==> src/rtl/op_enc_pkg.sv <==
// ============================================================================
// Module   : op_enc_pkg
// Brief    : Shared opcodes, default power-on packet and packet-width helper.
// Revision : 1.0
// ============================================================================
`default_nettype none

package op_enc_pkg;

    localparam logic [7:0]  OP_KBD            = 8'hC6;
    localparam logic [7:0]  OP_MIC            = 8'hC7;
    localparam logic [7:0]  KBD_SUB           = 8'h10;
    localparam logic [7:0]  MOUSE_SUB         = 8'h01;
    localparam logic [39:0] PWRON_PKT_DEFAULT = 40'hC671000000;

    function automatic int pkt_w(input int payload_w);
        return 8 + payload_w;
    endfunction

endpackage

`default_nettype wire

==> src/rtl/op_enc_fifo.sv <==
// ============================================================================
// Module   : op_enc_fifo
// Brief    : Single-channel synchronous FIFO holding {opcode, payload} beats.
// Revision : 1.0
// ============================================================================
`default_nettype none

module op_enc_fifo
    import op_enc_pkg::*;
#(
    parameter int PAYLOAD_W = 32,
    parameter int DEPTH     = 4
) (
    input  logic                             clk,
    input  logic                             rst,
    input  logic                             push,
    input  logic                             pop,
    input  logic [pkt_w(PAYLOAD_W)-1:0]      wr_data,
    output logic [pkt_w(PAYLOAD_W)-1:0]      rd_data,
    output logic                             full,
    output logic                             empty,
    output logic [$clog2(DEPTH):0]           level
);

    localparam int W  = pkt_w(PAYLOAD_W);
    localparam int AW = $clog2(DEPTH);
    localparam int LW = AW + 1;

    logic [W-1:0]  r_mem [DEPTH];
    logic [AW-1:0] r_wr_ptr;
    logic [AW-1:0] r_rd_ptr;
    logic [LW-1:0] r_count;
    logic          w_push;
    logic          w_pop;

    // Push is refused on a full FIFO even when a pop happens in the same cycle.
    assign full   = (r_count == LW'(DEPTH));
    assign empty  = (r_count == '0);
    assign w_push = push & ~full;
    assign w_pop  = pop & ~empty;

    always_ff @(posedge clk) begin
        if (rst) begin
            r_wr_ptr <= '0;
            r_rd_ptr <= '0;
            r_count  <= '0;
        end else begin
            if (w_push) begin
                r_wr_ptr <= r_wr_ptr + AW'(1);
            end
            if (w_pop) begin
                r_rd_ptr <= r_rd_ptr + AW'(1);
            end
            if (w_push && !w_pop) begin
                r_count <= r_count + LW'(1);
            end else if (w_pop && !w_push) begin
                r_count <= r_count - LW'(1);
            end
        end
    end

    always_ff @(posedge clk) begin
        if (w_push) begin
            r_mem[r_wr_ptr] <= wr_data;
        end
    end

    assign rd_data = r_mem[r_rd_ptr];
    assign level   = r_count;

endmodule

`default_nettype wire

==> src/rtl/op_encoder_arb.sv <==
// ============================================================================
// Module   : op_encoder_arb
// Brief    : Multi-channel packet encoder with per-channel FIFOs, power-on
//            packet priority and fixed/round-robin arbitration.
// Revision : 1.0
// ============================================================================
`default_nettype none

module op_encoder_arb
    import op_enc_pkg::*;
#(
    parameter int                            NUM_CH         = 3,
    parameter int                            PAYLOAD_W      = 32,
    parameter int                            FIFO_DEPTH     = 4,
    parameter bit                            RR_EN          = 1'b1,
    parameter bit                            PWRON_AT_RESET = 1'b1,
    parameter logic [pkt_w(PAYLOAD_W)-1:0]   PWRON_PKT      = PWRON_PKT_DEFAULT
) (
    input  logic                                       clk,
    input  logic                                       rst,
    input  logic                                       power_on_req,
    input  logic [NUM_CH-1:0]                          src_valid,
    output logic [NUM_CH-1:0]                          src_ready,
    input  logic [NUM_CH*8-1:0]                        src_opcode,
    input  logic [NUM_CH*PAYLOAD_W-1:0]                src_data,
    output logic [pkt_w(PAYLOAD_W)-1:0]                out_data,
    output logic                                       out_valid,
    input  logic                                       out_ready,
    output logic [NUM_CH*($clog2(FIFO_DEPTH)+1)-1:0]   fifo_level
);

    localparam int PKT_W = pkt_w(PAYLOAD_W);
    localparam int LW    = $clog2(FIFO_DEPTH) + 1;
    localparam int GW    = (NUM_CH > 1) ? $clog2(NUM_CH) : 1;

    logic [NUM_CH-1:0][PKT_W-1:0] w_head;
    logic [NUM_CH-1:0]            w_full;
    logic [NUM_CH-1:0]            w_empty;
    logic [NUM_CH-1:0]            w_pop_oh;
    logic [GW-1:0]                w_grant;
    logic                         w_any;
    logic                         w_load;
    logic                         w_pop;
    int                           w_idx;

    logic [PKT_W-1:0]             r_out_data;
    logic                         r_out_valid;
    logic                         r_pwr_pending;
    logic [GW-1:0]                r_last_grant;

    generate
        for (genvar i = 0; i < NUM_CH; i++) begin : g_ch
            op_enc_fifo #(
                .PAYLOAD_W (PAYLOAD_W),
                .DEPTH     (FIFO_DEPTH)
            ) u_fifo (
                .clk     (clk),
                .rst     (rst),
                .push    (src_valid[i]),
                .pop     (w_pop_oh[i]),
                .wr_data ({src_opcode[8*i +: 8], src_data[PAYLOAD_W*i +: PAYLOAD_W]}),
                .rd_data (w_head[i]),
                .full    (w_full[i]),
                .empty   (w_empty[i]),
                .level   (fifo_level[LW*i +: LW])
            );
            assign src_ready[i] = ~w_full[i];
            assign w_pop_oh[i]  = w_pop & (w_grant == GW'(i));
        end
    endgenerate

    // Arbitration sees only pre-edge FIFO contents; same-edge pushes are invisible.
    always_comb begin
        w_grant = '0;
        w_any   = 1'b0;
        w_idx   = 0;
        for (int k = 0; k < NUM_CH; k++) begin
            if (RR_EN) begin
                w_idx = (int'(r_last_grant) + 1 + k) % NUM_CH;
            end else begin
                w_idx = k;
            end
            if (!w_any && !w_empty[w_idx]) begin
                w_any   = 1'b1;
                w_grant = GW'(w_idx);
            end
        end
    end

    assign w_load = ~r_out_valid | out_ready;
    assign w_pop  = w_load & ~r_pwr_pending & w_any;

    always_ff @(posedge clk) begin
        if (rst) begin
            r_out_data    <= '0;
            r_out_valid   <= 1'b0;
            r_pwr_pending <= PWRON_AT_RESET;
            r_last_grant  <= GW'(NUM_CH - 1);
        end else begin
            if (w_load) begin
                if (r_pwr_pending) begin
                    r_out_data  <= PWRON_PKT;
                    r_out_valid <= 1'b1;
                end else if (w_any) begin
                    r_out_data   <= w_head[w_grant];
                    r_out_valid  <= 1'b1;
                    r_last_grant <= w_grant;
                end else begin
                    r_out_valid  <= 1'b0;
                end
            end
            // A request coinciding with a power-on load re-arms for one more packet.
            r_pwr_pending <= power_on_req | (r_pwr_pending & ~w_load);
        end
    end

    assign out_data  = r_out_data;
    assign out_valid = r_out_valid;

endmodule

`default_nettype wire
==> config.mk <==
export PLATFORM = sky130hd
export DESIGN_NAME = op_encoder_arb
export DESIGN_NICKNAME = d
export VERILOG_FILES = /design/src/rtl/op_enc_pkg.sv /design/src/rtl/op_enc_fifo.sv /design/src/rtl/op_encoder_arb.sv
export SDC_FILE = /design/constraint.sdc
export NUM_CORES = 1
export LEC_CHECK = 0
export BUFFER_PORTS_ARGS = -buffer_cell sky130_fd_sc_hd__buf_4
export CAP_MARGIN = 20
export CORE_ASPECT_RATIO = 0.6
export CORE_MARGIN = 2
export CORE_UTILIZATION = 44
export CTS_CLUSTER_SIZE = 30
export DETAILED_ROUTE_END_ITERATION = 8
export PLACE_DENSITY = 0.59
export SYNTH_ARGS = -nofsm -noshare
export SYNTH_HDL_FRONTEND = slang
export SYNTH_SLANG_ARGS = --single-unit
==> constraint.sdc <==
create_clock -name clk -period 6.1 [get_ports clk]
set_clock_uncertainty 0.05 [all_clocks]
set_input_delay 0.61 -clock clk [delete_from_list [all_inputs] [get_ports clk]]
set_output_delay 0.61 -clock clk [all_outputs]
set_load 0.005 [all_outputs]
==> results of run 1 <==
[flip-flops by register name, summed over array words and instances (netlist names), named ones only]
register	count
g_ch.u_fifo.r_rd_ptr	6
r_last_grant	2
g_ch.u_fifo.r_mem	480
r_pwr_pending	1
g_ch.u_fifo.r_wr_ptr	6
g_ch.u_fifo.level	9
out_data	40
out_valid	1
[logic make-up (layout without fill, tap and decap cells)]
group,Yosys count,count (layout),synth area share [%]
other cells,0,3,0
mux,133,133,13.3
buf+inv,82,312,1.77
flops,551,551,74.0
xor+xnor,9,9,0.369
simple gates,146,146,3.93
compound gates,160,160,5.27
fa+ha+maj,21,21,1.33
[worst min-delay path by stage]
stage | depth (start not counted) | start | end
detailed placement | 1 | out_data[26] | out_data[26]
global placement | 1 | out_data[4] | out_data[4]
CTS | 1 | src_opcode[10] | g_ch[1].u_fifo.r_mem[3][34]
global route | 1 | src_data[76] | g_ch[2].u_fifo.r_mem[3][12]
finish | 1 | src_data[47] | g_ch[1].u_fifo.r_mem[1][15]
floorplan | 2 | r_pwr_pending | r_pwr_pending
[cells in the mapped netlist, drive strengths merged, types with 8 or more instances]
library cell and n:
o21ai 46, ha 18, mux4 120, dfxtp 71
inv 15, a21boi 9, a21oi 42, clkbuf 48
edfxtp 480, buf 19, and3 20, nand3 44
a311oi 8, nor2 37, a221o 33
[metrics by stage]
| stage | instance area (um^2) | instances | hold slack, ns |
|---|---|---|---|
| final | 25100 | 1975 | 0.159 |
| after global routing | 25100 | 1973 | 0.140 |
| after floorplan | 21400 | 1102 | 0.425 |
| after detailed placement | 23400 | 1877 | 0.424 |
| after global placement | 23400 | 1877 | 0.426 |
| after CTS | 25100 | 1971 | 0.128 |
[power by group]
group | total, uW | internal [uW] | switching, uW
Combinational | 2810 | 1020 | 1780
Sequential | 4850 | 4630 | 222
Clock | 3140 | 1760 | 1380
[area by class of cell]
class	instances	area, um^2
clock buffers	72	1420
diodes	3	7.51
flip-flops and latches	551	15800
inverters	15	56.3
repair buffers	203	1540
fillers	3900	22800
multi-input cells	469	5190
clock inverters	22	233
well taps	640	801
[metal layers]
| layer | GRT usage, % | share of wire [%] |
|---|---|---|
| met3 | 3.50 | 6.4 |
| met1 | 30.8 | 46 |
| met2 | 30.6 | 46 |
| met4 | 3.87 | 1.5 |
| met5 | 0 | 0 |
[worst max-delay path: stages, from the launching register on]
cell	delay, ns
dfxtp_1	0.31
inv_1	0.09
ha_1	0.35
or4b_1	0.54
a211o_1	0.40
nand3_1	0.14
a221o_1	0.50
nand4_1	0.28
ha_1	0.30
inv_1	0.07
fa_1	0.17
xor2_1	0.07
or3_1	0.31
a21oi_1	0.15
==> qor.yml, run 1 <==
setup_path:
  critPathKind: "flop to flop"
  crit_fanout: 11
  rrSetupSlack_ns: 2.28
  crit_start: "r_last_grant[0]"
  critPathCapture: "g_ch[2].u_fifo.level[2]"
  worstRegToRegCells: 13
  arrival_ns: 4.26
  cp-end-kind: "flop"
  r2r-end: "g_ch[2].u_fifo.level[2]"
  rr_startpoint: "r_last_grant[0]"
  startpoint_type: "flop"
  critPathRequiredTime_ns: 6.54
global_route:
  grt_pass1_vias: 11200
  antenna_found_initial: 4
  gr-total-overflow: 0
  grt_usage_pct: 20.1
  grt_max_degree: 50
  grt_pass1_wl_mm: 74.3
run_status:
  run_status: "complete, no violations"
cts:
  post-cts-setup-buffers: 0
  hold_buffers: 0
  max-clock-path-buffers: 3
  path_clk_slew_ns: 0.07
  htreeDepth: 2
  post_cts_resized: 0
  root_buffer: "clkbuf_16"
  cts_tree: "yes"
  cts_buffers: 50
  clock-sinks: 551
  clk_latency_ns: 0.60
timing:
  tightest_slew_ns: 0.945
  setup_viol: 0
  setup_slack_ns: 2.28
  finalMaxSlewViolations: 0
  period_share_pct: 62.6
  finalHoldViolCount: 0
  tns_ns: 0
  min_period_ns: 3.82
  max_freq_ghz: 0.262
  rsz0062_at_grt: "no"
  slew_headroom_pct: 37.0
hold_path:
  hold_path_class: "primary input to flop"
final_layout:
  final_nets: 1438
  area_growth_pct: 17.4
  final_common_cell: "edfxtp_1"
  mostFrequentLayoutCells: "480 x edfxtp_1, 202 x buf_4, 120 x mux4_2"
  post-route-util_pct: 52.4
  drive_gt1_share_pct: 34.1
floorplan:
  coreArea_um2: 47900
  die_w_um: 289
  rows: 62
  die-height_um: 175
  ios: 180
  die_area_um2: 50400
  start_util_pct: 44.6
pwr:
  power_uw: 10800
  powerDensity_nw_per_um2: 430
  ir_drop_mv: 0.337
  p_leak_uw: 0.00840
placement:
  dp_hpwl_mm: 30.6
  io_buffer_count: 179
  dp_slack_ns: 2.28
  routabilityCongestion: 0.807
yosys:
  synth.top_cell.area_share_pct: 67.4
  synth_area_um2: 21400
  ys_warn_count: 0
  synthFlopType: "edfxtp_1"
  synth_area_leader_cell: "edfxtp_1"
  avgSynthCellArea_um2: 19.4
  seq_area_frac_synth_pct: 74.0
  ys_ff_latch: 551
  async_reset_ff_share_pct: 0
  syn_nets: 1250
  synth_edf_count: 480
  syn_inst: 1102
  ys_types: 61
  synthTopCellsByArea: "edfxtp_1 67%, mux4_2 13%, dfxtp_1 6.6%"
detailed_routing:
  via_count: 11100
  first_pass_iters: 5
  post_drt_via_cell_ratio: 5.62
  first_iter_violations: 894
  drc: 0
  antenna_left: 0
  wl_per_cell_um: 25.5
  drt-total-wl_mm: 50.4
flow_run:
  drv_cap: 0
(Power assumes the default switching activity.)
==> inputs of run 2 (changes only) <==
==> constraint.sdc (replaced) <==
create_clock -name clk -period 3.7 [get_ports clk]
set_clock_uncertainty 0.05 [all_clocks]
set_input_delay 0.37 -clock clk [delete_from_list [all_inputs] [get_ports clk]]
set_output_delay 0.37 -clock clk [all_outputs]
set_load 0.005 [all_outputs]
==> qor.yml, run 2 (same netlist as run 1, synthesis figures left out) <==
run_status:
  run_status: "complete, no violations"
setup_path:
  crit_family: "simple AND/OR/NAND/NOR gates"
  rr_startpoint: "r_last_grant[1]"
  startpoint_type: "flop"
  path_buf_inv: 2  # unchanged
  critPathRequiredTime_ns: 4.15  # -2.39 ns
  cp-end-kind: "flop"
  r2r-end: "g_ch[2].u_fifo.level[2]"
  crit_fanout: 10  # -1
  slowest_stage: "a221o_1"
  crit_start: "r_last_grant[1]"
  critPathKind: "flop to flop"
  crit_chain: "inv_1 -> ha_1 -> or3b_2 -> a21o_1 -> nand3_1 -> a221o_1 -> nand4_1 -> ha_1 -> inv_1 -> fa_1 -> xor2_1 -> or3_1 -> a21oi_1"
  rrSetupSlack_ns: 0.20  # -2.08 ns
  worstRegToRegCells: 13  # unchanged
  worst_path_largest_cell_delay_ns: 0.46  # -0.08 ns
  arrival_ns: 3.95  # -0.31 ns
timing:
  tns_ns: 0  # unchanged
  tightest_slew_ns: 0.964  # +0.0195 ns
  min_period_ns: 3.50  # -0.317 ns
  slew_headroom_pct: 35.7  # -1.3 points
  period_share_pct: 94.7  # +32 points
  max_freq_ghz: 0.285  # +9.1%
  finalHoldViolCount: 0  # unchanged
  setup_viol: 0  # unchanged
  finalMaxSlewViolations: 0  # unchanged
hold_path:
  hold-path-endpoint: "r_pwr_pending"
  min_delay_path_depth: 3  # +2
  hold_start: "out_ready"
  hold_path_class: "primary input to flop"
final_layout:
  post-route-util_pct: 55.3  # +2.9 points
  drive_gt1_share_pct: 31.8  # -2.3 points
  n_fill_cell: 3761  # -3.6%
  top_register: "g_ch.u_fifo.r_mem"
  area_growth_pct: 24.0
  final_nets: 1573  # +9.4%
  stdcell_area_um2: 26500  # +5.6%
  largest_register_ffs: 480  # unchanged
  mostFrequentLayoutCells: "480 x edfxtp_1, 209 x buf_4, 121 x dlygate4sd3_1"
  final_common_cell: "edfxtp_1"
cts:
  htreeDepth: 2  # unchanged
  clk_latency_ns: 0.58  # -0.02 ns
  clock-sinks: 551  # unchanged
  root_buffer: "clkbuf_16"
  max-clock-path-buffers: 3  # unchanged
  path_clk_slew_ns: 0.06  # about the same
  cts_buffers: 50  # unchanged
  cts_tree: "yes"
placement:
  routabilityCongestion: 0.808  # +0.15%
  place_area_um2: 23600  # +0.88%
  io_buffer_count: 179  # unchanged
  dp_hpwl_mm: 33.5  # +9.5%
floorplan:
  die-height_um: 175  # unchanged
  ios: 180  # unchanged
  coreArea_um2: 47900  # unchanged
  start_util_pct: 44.6  # unchanged
  die_area_um2: 50400  # unchanged
  die_w_um: 289  # unchanged
  rows: 62  # unchanged
global_route:
  grt_pass1_wl_mm: 77.8  # +4.8%
  grt_usage_pct: 21.0  # +0.89 points
  gr-total-overflow: 0  # unchanged
  grt_max_degree: 50  # unchanged
  antenna_found_initial: 4  # unchanged
  grt_pass1_vias: 12100  # +7.9%
detailed_routing:
  antenna_left: 0  # unchanged
  first_pass_iters: 6  # +1
  drc: 0  # unchanged
  post_drt_via_cell_ratio: 5.58  # -0.68%
  drt-total-wl_mm: 52.0  # +3.1%
  wl_per_cell_um: 24.7  # -3.3%
  via_count: 11800  # +5.9%
  first_iter_violations: 1048  # +17%
pwr:
  power_uw: 18200  # +69%
  p_leak_uw: 0.00900  # +7.1%
  ir_drop_mv: 0.667  # +98%
  powerDensity_nw_per_um2: 688  # +60%
flow_run:
  drv_cap: 0  # unchanged
run 2: cell count changes in the layout (fill, tap and decap cells not counted), sizes merged:
cell and change:
diode -1, buf +14, clkinvlp -2, inv -1
clkbuf -1, dlygate4sd3 +121, bufinv +1
run 2: through the flow:
stage	hold slack [ns]	cells	worst slack, ns
3_5_place_dp	0.426	1891	0.179
3_3_place_gp	0.424	1891	0.269
4_1_cts	0.111	2103	0.171
5_1_grt	0.145	2106	-0.00717
6_report	0.138	2106	0.196
2_1_floorplan	0.419	1102	0.472
run 2: worst max-delay path by stage:
stage / endpoint / cells after the start
floorplan: g_ch[2].u_fifo.level[2] / 13
global placement: g_ch[2].u_fifo.level[2] / 12
detailed placement: g_ch[2].u_fifo.level[2] / 13
CTS: g_ch[2].u_fifo.level[2] / 12
global route: g_ch[2].u_fifo.level[2] / 13
finish: g_ch[2].u_fifo.level[2] / 13
run 2: where the power goes:
group | switching (uW) | leakage [uW] | internal [uW]
sequential | 369 | 0.00498 | 7630
clock | 2240 | 0.000801 | 2970
combinational | 3090 | 0.00321 | 1940
run 2: layout make-up:
class,instances,area (um^2),share of cell area (%)
Multi-Input combinational cell,469,5220,19.7
Inverter,15,56.3,0.212
Clock buffer,71,1430,5.40
Sequential cell,551,15800,59.8
Antenna cell,2,5.00,0.0189
Tap cell,640,801,3.02
Timing Repair Buffer,338,2940,11.1
Clock inverter,20,209,0.788
run 2: metal layers:
| layer | up-vias | wire length (um) | track usage, % |
|---|---|---|---|
| li1 | 5182 | - | - |
| met1 | 6143 | 24700 | 32.7 |
| met2 | 361 | 23100 | 31.3 |
| met3 | 68 | 3270 | 3.66 |
| met4 | 2 | 848 | 4.08 |
| met5 | - | 11 | 0 |
run 2: what timing repair did:
| action | in CTS | in global routing |
|---|---|---|
| setup buffers | 0 | 1 |
| gates resized for setup | 0 | 4 |
| hold buffers | 121 | 0 |
| hold endpoints to repair | 481 | 0 |
| endpoints found under the setup margin | 0 | 4 |
run 2: worst min-delay path, cell delays in order:
cell,delay [ns]
buf_4,0.07
nand2b_1,0.17
o21ai_0,0.09
